File: config.mk
export PLATFORM = sky130hd
export DESIGN_NAME = dmem_arbiter
export DESIGN_NICKNAME = d
export VERILOG_FILES = /design/src/rtl/dmem_arbiter.sv
export SDC_FILE = /design/constraint.sdc
export NUM_CORES = 1
export LEC_CHECK = 0
export BUFFER_PORTS_ARGS = -buffer_cell sky130_fd_sc_hd__buf_2
export CAP_MARGIN = 5
export CORE_AREA = 2 2 92 94
export CTS_CLUSTER_SIZE = 24
export DETAILED_ROUTE_END_ITERATION = 10
export DIE_AREA = 0 0 94 96
export GPL_TIMING_DRIVEN = 0
export PLACE_DENSITY = 0.8
export SLEW_MARGIN = 20
export SYNTH_ARGS = -nofsm -noshare
export SYNTH_HDL_FRONTEND = slang
export SYNTH_SLANG_ARGS = --single-unit
File: constraint.sdc
create_clock -name clk_in -period 4.7 [get_ports clk_in]
set_input_delay 1.175 -clock clk_in [delete_from_list [all_inputs] [get_ports clk_in]]
set_output_delay 1.175 -clock clk_in [all_outputs]
set_load 0.005 [all_outputs]
File: src/rtl/dmem_arbiter.sv
// -----------------------------------------------------------------------------
// dmem_arbiter
//
// Shares one single-port data SRAM between the CPU data port (c_*) and a
// secondary DMA/loader port (d_*). One access is performed per cycle. The
// winner is chosen combinationally from the current requests and the
// registered arbitration state. Read data is captured one cycle after the
// grant and returned with a one-cycle valid strobe to the port that issued
// the read.
//
// Build option:
//   DMEM_ARB_RR_EN  defined   -> IDLE contention is resolved round-robin
//                   undefined -> fixed priority, the CPU wins IDLE contention
//
// Ports:
//   clk_in            system clock, all state changes on the rising edge
//   reset             asynchronous, active-low reset
//   c_req/c_we        CPU request / write(1)-read(0)
//   c_addr/c_wdata    CPU word address / write data
//   c_gnt             CPU access performed this cycle
//   c_stall           c_req & ~c_gnt, freezes the CPU pipeline
//   c_rvalid/c_rdata  CPU read strobe / read data (held until next CPU read)
//   d_req/d_we/d_addr/d_wdata   DMA request, same meaning as the CPU side
//   d_lock            DMA asks for burst ownership
//   d_gnt/d_rvalid/d_rdata      DMA grant / read strobe / read data
//   mem_a/mem_d/mem_we          SRAM address / write data / write enable
//   mem_rdata         SRAM asynchronous read data for mem_a
//   dbg_state         current arbitration state (0 = IDLE, 1 = LOCKED)
//
// Handshake: a request (x_req) is held by the requester until it observes
// x_gnt high in the same cycle; the access completes in that cycle, there is
// no ready/backpressure beyond the grant. x_rvalid is a single-cycle strobe
// and is never stalled.
// -----------------------------------------------------------------------------
module dmem_arbiter #(
  parameter int AW        = 11,
  parameter int DW        = 32,
  parameter int MAX_BURST = 8
) (
  input  logic          clk_in,
  input  logic          reset,
  // CPU port
  input  logic          c_req,
  input  logic          c_we,
  input  logic [AW-1:0] c_addr,
  input  logic [DW-1:0] c_wdata,
  output logic          c_gnt,
  output logic          c_stall,
  output logic          c_rvalid,
  output logic [DW-1:0] c_rdata,
  // DMA port
  input  logic          d_req,
  input  logic          d_we,
  input  logic [AW-1:0] d_addr,
  input  logic [DW-1:0] d_wdata,
  input  logic          d_lock,
  output logic          d_gnt,
  output logic          d_rvalid,
  output logic [DW-1:0] d_rdata,
  // SRAM side
  output logic [AW-1:0] mem_a,
  output logic [DW-1:0] mem_d,
  output logic          mem_we,
  input  logic [DW-1:0] mem_rdata,
  // debug
  output logic [0:0]    dbg_state
);

  localparam logic [0:0] ST_IDLE   = 1'b0;
  localparam logic [0:0] ST_LOCKED = 1'b1;

  // Counter must be able to hold MAX_BURST itself.
  localparam int CW = $clog2(MAX_BURST + 1);
  localparam logic [CW-1:0] MAX_CNT = CW'(MAX_BURST);
  localparam logic [CW-1:0] ONE_CNT = CW'(1);

  logic [0:0]    state;
  logic [CW-1:0] count;

  logic lock_win;   // DMA keeps the port as part of a locked burst
  logic cpu_first;  // CPU wins if both request during IDLE-style arbitration
  logic c_win;
  logic d_win;

`ifdef DMEM_ARB_RR_EN
  // 1 = DMA was the last port granted. Reset points at the CPU, so the
  // first contended cycle after reset goes to the DMA.
  logic last_dma;
  logic burst_done;

  // A burst that ran to MAX_BURST hands the exit cycle to the CPU regardless
  // of the round-robin pointer, so a streaming DMA cannot starve the CPU.
  assign burst_done = (state == ST_LOCKED) && (count >= MAX_CNT);
  assign cpu_first  = last_dma | burst_done;
`else
  assign cpu_first  = 1'b1;
`endif

  assign lock_win = (state == ST_LOCKED) && d_req && d_lock && (count < MAX_CNT);

  // Winner selection. Outside a live locked beat (including the cycle the
  // lock is being released) the cycle is arbitrated exactly like IDLE.
  always_comb begin
    c_win = 1'b0;
    d_win = 1'b0;
    if (lock_win) begin
      d_win = 1'b1;
    end else if (c_req && d_req) begin
      c_win = cpu_first;
      d_win = ~cpu_first;
    end else begin
      c_win = c_req;
      d_win = d_req;
    end
  end

  // Grants are forced low combinationally while reset is held.
  assign c_gnt   = c_win & reset;
  assign d_gnt   = d_win & reset;
  assign c_stall = c_req & ~c_gnt;

  // SRAM mux. With no winner the address parks on the CPU address and the
  // write data is zeroed; mem_we can only be high alongside a grant.
  assign mem_a  = d_gnt ? d_addr : c_addr;
  assign mem_d  = c_gnt ? c_wdata : (d_gnt ? d_wdata : '0);
  assign mem_we = (c_gnt & c_we) | (d_gnt & d_we);

  assign dbg_state = state;

  // Arbitration state and burst beat counter.
  always_ff @(posedge clk_in or negedge reset) begin
    if (!reset) begin
      state <= ST_IDLE;
      count <= '0;
    end else if (lock_win) begin
      state <= ST_LOCKED;
      count <= count + ONE_CNT;
    end else if (d_gnt && d_lock) begin
      // Fresh lock: this grant is beat 1 of the burst.
      state <= ST_LOCKED;
      count <= ONE_CNT;
    end else begin
      state <= ST_IDLE;
      count <= '0;
    end
  end

`ifdef DMEM_ARB_RR_EN
  always_ff @(posedge clk_in or negedge reset) begin
    if (!reset) begin
      last_dma <= 1'b0;
    end else if (c_gnt || d_gnt) begin
      last_dma <= d_gnt;
    end
  end
`endif

  // Read return path. Data registers only update on a read grant so the
  // last word stays visible between reads.
  always_ff @(posedge clk_in or negedge reset) begin
    if (!reset) begin
      c_rvalid <= 1'b0;
      c_rdata  <= '0;
    end else begin
      c_rvalid <= c_gnt & ~c_we;
      if (c_gnt && !c_we) begin
        c_rdata <= mem_rdata;
      end
    end
  end

  always_ff @(posedge clk_in or negedge reset) begin
    if (!reset) begin
      d_rvalid <= 1'b0;
      d_rdata  <= '0;
    end else begin
      d_rvalid <= d_gnt & ~d_we;
      if (d_gnt && !d_we) begin
        d_rdata <= mem_rdata;
      end
    end
  end

endmodule
==> metrics.txt <==
Setup Buffers After CTS 0; chip width 94 um; Synth Area in Simple Gates 2.51%; worst-skew pair later-pin latency 330 ps; Final HPWL DP around 7.6 mm; layout cells sized above 1 74.7%; syn avg cell area 15.2 sq um; Slew @ Worst Pin roughly 500 ps; largest net degree at the start of global routing 46; fin. max-slew vios 0; startpoint types input port; commonest non-fill, non-tap cell in the layout buf_2; worst path bufs/invs 5; synthesized instance count 213; Net Sw Power roughly 450 uW; most frequent cells in the layout 245 x buf_2, 71 x dfrtp_1, 60 x mux2_2, 33 x a22o_1, 15 x mux2_4; Final #Nets between 500 and 600; Site Rows 33; Logic pwr share between 20 and 30%; worst hold path class flop to flop; CTS sink count 71; Final Wtd Congestion 0.750; Clock power frac 27.6%; vias in the first global route about 2,700; mux contribution to synthesized area roughly 28%; CTS Buf Count 9; RSZ-0062 raised after global routing no; via count 2,767; final-report hold violation count 0; Wirelength per Cell between 15 and 20 um; status complete, no violations; Critical Path Max Stage Delay roughly 340 ps; Max Cap Viol 0; Pwr Density 352 nW/um^2; Yosys warnings 0; Port Buffers ~240; htree depth 3; Antenna Nets Post-Route 0; vias per cell 4.84; critical path, cell by cell buf_4 -> buf_12 -> nand2_1 -> a21oi_1 -> buf_2 -> buf_2 -> a22o_1 -> buf_2; fillcell total 699; Adder-Cell Fraction of Synth Area 0.386%; CTS Buffer Depth 2; Post-Syn Nets between 300 and 400; Die ar. 9020 sq um; Tot Pwr 1.68 mW; Max Freq 241 MHz; clock-pin transition on the worst setup and hold timing paths around 70 ps; CTS tree done; Post-Route WL 9.45 mm; main combinational cell family by area after synthesis multiplexers; worst endpoint required time about 3500 ps; first-pass GRT wire length 13.5 mm; DRC violations left 0; synth unique cells 22; ant diodes 0; Sum Neg Setup Slack 0 ps; area delta synth->final 47.3%; Final Skew between 5 and 6 ps; period utilization around nine tenths; maximum VDD drop about 0.00024 V; leakage 2.53 nW; Yosys reg bits 71; Cell Area, Synth 3240 sq um; CP Max Fanout 45; Hold WS 504 ps; delay-heaviest family, CP buffers and inverters; CP Data Arrival Time 2980 ps; Worst path most repeated cell buf_2; min cycle time layout 4150 ps; Overflow after GRT 0; GR Util All Layers 19.5%; register area share after synthesis 54.8%; hold_buf cts 0; initial antenna violation count 0; compound-gate portion of the synthesized area 10.3%; Crit Path Category input port to primary output; Chip Height 96 um; final setup violation count 0; Clock Tree Root clkbuf_8; CP max stage cell buf_4; max_slew headroom 66.3%; Switching Fraction 26.7%; xor and xnor area share after synthesis less than 1%; Detailed Routing Iterations Pass 1 4; core footprint 8050 sq um; Starting Density between 40% and 50%; # IOs 239; internal power 1.23 mW; Critical Path End Type primary output; register share of total power 46.9%; 1st-iter DRT viols about 110; post-CTS sizing 0
final timing paths:
| kind | startpoint | endpoint | slack [ps] | depth (start not counted) |
|---|---|---|---|---|
| max | reset | mem_d[2] | 550 | 8 |
| min | c_rdata[12] | c_rdata[12] | 500 | 1 |
| max reg2reg | count[3] | d_rdata[5] | 2870 | 4 |
| min reg2reg | c_rdata[12] | c_rdata[12] | 500 | 1 |
| max in group asynchronous | reset | c_rdata[1] | 3380 | 2 |
| min in group asynchronous | reset | d_rdata[13] | 770 | 1 |
per-layer routing:
| layer | up-vias | GRT usage, % | routed length [um] |
|---|---|---|---|
| met1 | 1329 | 26.6 | 3870 |
| li1 | 1292 | - | - |
| met4 | 0 | 3.62 | 48 |
| met2 | 140 | 31.5 | 4680 |
| met5 | - | 0 | 0 |
| met3 | 6 | 5.64 | 845 |
logic make-up after synthesis:
group | after synthesis
mux | 75
flops | 71
compound gates | 37
buf+inv | 17
simple gates | 11
xor+xnor | 1
fa+ha+maj | 1
power groups by stage:
stage / Sequential [mW] / Combinational, mW / Clock, mW
after detailed placement: 0.798 / 0.434 / 0
after CTS: 0.789 / 0.434 / 0.479
after global routing: 0.804 / 0.466 / 0.507
after global placement: 0.791 / 0.419 / 0
final: 0.788 / 0.427 / 0.463
after floorplan: 0.807 / 0.174 / 0
synth_stat cells:
library cell,number,area [sq um]
inv_1,1,3.75
and4b_1,1,10.0
buf_6,7,78.8
nor2_1,4,15.0
nand2_1,1,3.75
nand4b_4,1,23.8
mux2_4,15,225
xnor2_1,1,8.76
a21oi_1,1,5.00
and3_1,1,6.26
mux2_2,60,676
buf_2,8,40.0
clkbuf_1,1,3.75
ha_1,1,12.5
nand3b_2,1,11.3
nor2b_1,1,6.26
a22o_1,33,289
nand3_1,1,5.00
dfrtp_1,71,1780
a21bo_2,1,10.0
a31o_2,1,8.76
a211oi_4,1,20.0
stage by stage:
stage                     worst slack (ps)  instance area, sq um  instances  util, %
after floorplan                       1460                  3240        213        -
after global placement                -181                  4560        556     56.7
after detailed placement               484                  4580        557     56.9
after CTS                              480                  4770        572     59.3
after global routing                   324                  4770        572     59.3
final                                  547                  4770        572     59.3
state kept, by name, indices dropped and copies added, names as in the netlist:
signal	cells
count	4
c_rdata	32
d_rdata	32
d_rvalid	1
dbg_state	1
c_rvalid	1
layout make-up:
class                   count  area [sq um]  share of cell area [%]
flip-flops and latches     71          1780                    37.2
clock inverters             6          62.6                    1.31
multi-input cells         125          1340                    28.0
plain buffers              16           123                    2.57
clock buffers               9           124                    2.60
inverters                   1          3.75                  0.0787
well taps                 105           131                    2.75
repair buffers            239          1210                    25.4
No activity file was read; power rests on OpenSTA's default activity.
